## config.mk

```make
export PLATFORM = sky130hd
export DESIGN_NAME = gated_bus_reg
export DESIGN_NICKNAME = d
export VERILOG_FILES = /design/src/rtl/gated_bus_reg.sv
export SDC_FILE = /design/constraint.sdc
export NUM_CORES = 1
export LEC_CHECK = 0
export ABC_AREA = 0
export BUFFER_PORTS_ARGS = -buffer_cell sky130_fd_sc_hd__buf_4
export CORE_MARGIN = 2
export CORE_UTILIZATION = 40
export DETAILED_ROUTE_END_ITERATION = 8
export GPL_ROUTABILITY_DRIVEN = 0
export PLACE_DENSITY_LB_ADDON = 0.05
export SETUP_SLACK_MARGIN = 0.3
export SLEW_MARGIN = 40
export SYNTH_ARGS = -nofsm -noshare
export SYNTH_HDL_FRONTEND = slang
export SYNTH_SLANG_ARGS = --single-unit
```

## constraint.sdc

```tcl
create_clock -name Clk -period 2.76 [get_ports Clk]
set_input_delay 0.138 -clock Clk [delete_from_list [all_inputs] [get_ports Clk]]
set_output_delay 0.138 -clock Clk [all_outputs]
set_load 0.02 [all_outputs]
```

## src/rtl/gated_bus_reg.sv

```systemverilog
// Registered N-source bus select with lowest-index priority, bus-keeper/idle
// drive, and sticky multi-gate conflict detection with a saturating counter.
module gated_bus_reg #(
    parameter int unsigned      WIDTH    = 16,
    parameter int unsigned      N        = 4,
    parameter int unsigned      CNT_W    = 8,
    parameter bit               KEEP     = 1'b1,
    parameter logic [WIDTH-1:0] IDLE_VAL = '0
) (
    input  logic                 Clk,
    input  logic                 Reset_n,
    input  logic [N*WIDTH-1:0]   src_data,
    input  logic [N-1:0]         gate,
    input  logic                 clr_err,
    output logic [WIDTH-1:0]     bus_out,
    output logic                 bus_valid,
    output logic [$clog2(N)-1:0] bus_src,
    output logic                 conflict,
    output logic [CNT_W-1:0]     conflict_cnt
);

    localparam int unsigned SW = $clog2(N);
    localparam logic [CNT_W-1:0] CNT_MAX = {CNT_W{1'b1}};

    logic [WIDTH-1:0] bus_q, bus_d;
    logic             valid_q, valid_d;
    logic [SW-1:0]    src_q, src_d;
    logic             conf_q, conf_d;
    logic [CNT_W-1:0] cnt_q, cnt_d;

    logic [WIDTH-1:0] sel_data;
    logic [SW-1:0]    sel_idx;
    logic             any_gate;
    logic             multi_gate;

    // Walk from the top down so the lowest set index is the last to assign;
    // only a gated lane is ever read, keeping ungated X off the bus.
    always_comb begin
        sel_data = '0;
        sel_idx  = '0;
        for (int i = N - 1; i >= 0; i--) begin
            if (gate[i]) begin
                sel_data = src_data[i*WIDTH +: WIDTH];
                sel_idx  = SW'(i);
            end
        end
        any_gate   = |gate;
        multi_gate = |(gate & (gate - N'(1)));
    end

    always_comb begin
        bus_d   = bus_q;
        valid_d = 1'b0;
        src_d   = src_q;
        conf_d  = conf_q;
        cnt_d   = cnt_q;

        if (any_gate) begin
            bus_d   = sel_data;
            src_d   = sel_idx;
            valid_d = 1'b1;
        end else if (!KEEP) begin
            bus_d = IDLE_VAL;
        end

        // A conflict in the same cycle as a clear counts as the first new one.
        if (multi_gate) begin
            conf_d = 1'b1;
            if (clr_err)
                cnt_d = CNT_W'(1);
            else if (cnt_q != CNT_MAX)
                cnt_d = cnt_q + CNT_W'(1);
        end else if (clr_err) begin
            conf_d = 1'b0;
            cnt_d  = '0;
        end
    end

    always_ff @(posedge Clk) begin
        if (!Reset_n) begin
            bus_q   <= IDLE_VAL;
            valid_q <= 1'b0;
            src_q   <= '0;
            conf_q  <= 1'b0;
            cnt_q   <= '0;
        end else begin
            bus_q   <= bus_d;
            valid_q <= valid_d;
            src_q   <= src_d;
            conf_q  <= conf_d;
            cnt_q   <= cnt_d;
        end
    end

    assign bus_out      = bus_q;
    assign bus_valid    = valid_q;
    assign bus_src      = src_q;
    assign conflict     = conf_q;
    assign conflict_cnt = cnt_q;

endmodule
```

==> key figures <==
Pwr
  • Leakage Power: 1.14 nW
  • Comb pwr share: 0.260
  • P per Cell Area: 421 nW/um2
  • Clock power frac: 0.314
  • Internal power: 0.763 mW
  • Switching pwr: 0.277 mW
  • Sequential share of power: 0.426
  • Switching Share: 0.266
  • Maximum vdd drop: 386 uV

Clock network
  • Clk pin slew, worst setup/hold paths: 0.10 ns
  • PostCTS Resize Cnt: 0
  • CTS Buf Count: 3
  • Clock sink count: 28
  • Hold buffers post-CTS: 0
  • Clk root buf: clkbuf_8
  • Max Buffers Root-to-Sink: 2
  • Clk_lat worst skew: 0.28 ns
  • Post-CTS Setup Bufs: 0
  • CTS tree: done
  • H-tree lvl count: 1

Finish
  • Most frequent cells in the layout: buf_4, nand2_1, dfxtp_1, o21ai_0, inv_1
  • Sequential cell area: 561 um2
  • FILL cells: 375
  • Commonest non-fill, non-tap cell in the layout: buf_4
  • Nets: 372
  • Multi-input logic area: 975 um2
  • Finished Core Util: 0.614
  • Layout cells sized above 1: 0.375
  • N_diodes: 0
  • Growth of design area from synthesis to finish: 46.0%

Worst hold path
  • Hold Path Depth: 3
  • Hold crit path type: in2reg
  • WHS Endpoint: bus_out[14]$_SDFFE_PN0P_
  • Min-delay src: src_data[30]

GRT
  • Vias in the first global route: 1841
  • Grt met1 use: 0.266
  • GRT Overall Usage: 0.208
  • GRT busiest layer: met2
  • Met2 Track Usage GR: 0.359
  • Global route overflow: 0
  • Met3 usage: 0.0541
  • First-pass GRT wire length: 8490 um
  • Largest net degree at the start of global routing: 40
  • Initial antenna violation count: 0

Timing
  • Final hold violation count: 0
  • Max Slew Vio Count: 0
  • Worst slew pin tran: 0.632 ns
  • Fmax: 0.665 GHz
  • Final setup TNS: 0 ns
  • Final setup violation count: 0
  • Final period utilization: 0.545
  • Worst hold slack: 0.118 ns
  • RSZ-0062 raised after global routing: no
  • Fin crit period: 1.50 ns
  • Slew headroom: 0.579
  • Worst Skew: 0.00119 ns

Drt
  • Initial DRC count: 140
  • Post-DRT Antenna Nets: 0
  • DR pass1 iterations: 4
  • Detailed Route WL: 5000 um
  • Drt wl/cell: 14.3 um
  • Residual DRC: 0
  • Vias per cell: 5.58
  • Vias: 1947

Yosys
  • Main synth FF type: dfxtp_1
  • Sequential-to-total area share from yosys stat: 0.331
  • Post-synthesis net count: 287
  • Post-synthesis cell type count: 37
  • Synth Warn #: 0
  • Asr flop ratio synth: 0
  • Syn Area/Cell: 7.87 um2
  • #FFs+latches synth: 28
  • Post-Syn Instances: 215
  • Syn Std Cell Area: 1690 um2
  • Post-synth EDFFs: 0

Floorplan
  • Die area: 4770 um2
  • Std cell rows: 23
  • Initial core utilization: 0.420
  • Chip width: 69.1 um
  • Die height: 69.1 um
  • Core area: 4030 um2
  • Ports: 99

Worst setup path
  • R2R depth: 5
  • CP Data Arrival Time: 1.70 ns
  • Reg2reg start: conflict_cnt[0]$_SDFFE_PN0P_
  • Worst-path fanout max: 5
  • CP required: 2.96 ns
  • CP Capture Type: flip-flop
  • R2R Setup Slk: 1.26 ns
  • Nature of the critical path startpoint: flip-flop
  • Crit Path Category: reg2reg
  • Worst R2R End: conflict_cnt[6]$_SDFFE_PN0P_

Flow run
  • Number of max-cap violations: 0

Status
  • Status: complete, no violations

Placement
  • Post-DP HPWL: 3590 um
  • IO Port Bufs: 98
==> synthesized netlist by cell type, drive strengths merged (2+ instances only) <==
| library cell | count | share of area |
|---|---|---|
| a211oi | 3 | 0.013 |
| buf | 11 | 0.041 |
| nand2 | 35 | 0.078 |
| dfxtp | 28 | 0.33 |
| a221oi | 14 | 0.072 |
| o221a | 14 | 0.093 |
| inv | 16 | 0.035 |
| nand3b | 2 | 0.0089 |
| o21ai | 17 | 0.050 |
| clkbuf | 8 | 0.018 |
| a22oi | 14 | 0.062 |
| and4 | 2 | 0.010 |
| nand2b | 3 | 0.011 |
| a21oi | 6 | 0.018 |
| nor3 | 6 | 0.018 |
| mux2i | 2 | 0.012 |
| and2 | 3 | 0.011 |
| nand4 | 3 | 0.011 |
| nor2b | 5 | 0.018 |
| nand3 | 3 | 0.0089 |
| a311oi | 2 | 0.010 |
| nor2 | 7 | 0.016 |
==> critical path, stage by stage, from the launching register on <==
cell	delay, ns
dfxtp_1	0.43
ha_1	0.23
and2_1	0.22
and4_1	0.23
a21oi_1	0.07
a311oi_1	0.25
==> worst max-delay path by stage <==
stage	from	endpoint	slack, ns	depth (start not counted)
finish	conflict_cnt[0]$_SDFFE_PN0P_	conflict_cnt[6]$_SDFFE_PN0P_	1.26	5
global route	conflict_cnt[0]$_SDFFE_PN0P_	conflict_cnt[6]$_SDFFE_PN0P_	1.10	5
CTS	conflict_cnt[0]$_SDFFE_PN0P_	conflict_cnt[6]$_SDFFE_PN0P_	1.27	5
detailed placement	gate[0]	bus_out[8]$_SDFFE_PN0P_	1.04	4
global placement	gate[1]	bus_out[5]$_SDFFE_PN0P_	0.88	5
floorplan	gate[2]	bus_out[7]$_SDFFE_PN0P_	1.23	7
==> per-stage QoR <==
step / total power, mW / std cells / setup slack (ns) / cell area (um2)
CTS: 1.05 / 349 / 1.27 / 2470
global route: 1.09 / 349 / 1.10 / 2470
global placement: 0.722 / 345 / 0.879 / 2400
finish: 1.04 / 349 / 1.26 / 2470
detailed placement: 0.723 / 345 / 1.04 / 2400
floorplan: 0.586 / 215 / 1.23 / 1690
==> layer usage <==
layer | up-vias | routed length, um
li1 | 969 | -
met1 | 909 | 2230
met2 | 65 | 2400
met3 | 4 | 339
met4 | 0 | 27
met5 | - | 0
==> state kept, by name (all words and copies together), names as in the netlist <==
signal	count
bus_out	16
bus_src	2
bus_valid	1
conflict	1
conflict_cnt	8
==> cells by family after synthesis <==
kind of cell,share of synthesized area
compound gates,0.343
simple gates,0.212
buf+inv,0.0946
flops,0.331
mux,0.0118
fa+ha+maj,0.00739
==> power groups by stage <==
stage | Combinational (mW) | Sequential [mW] | Clock, mW
after floorplan | 0.106 | 0.480 | 0
after global placement | 0.270 | 0.452 | 0
after detailed placement | 0.271 | 0.452 | 0
after CTS | 0.272 | 0.443 | 0.334
after global routing | 0.296 | 0.446 | 0.350
final | 0.271 | 0.443 | 0.327
==> layout make-up <==
type / count / share of cell area
clock buffer: 3 / 0.0167
clock inverter: 1 / 0.0121
inverter: 16 / 0.0243
multi-input combinational: 152 / 0.394
sequential: 28 / 0.227
tap: 50 / 0.0253
timing repair buffer: 99 / 0.301
Power figures use the tool's default switching activity.
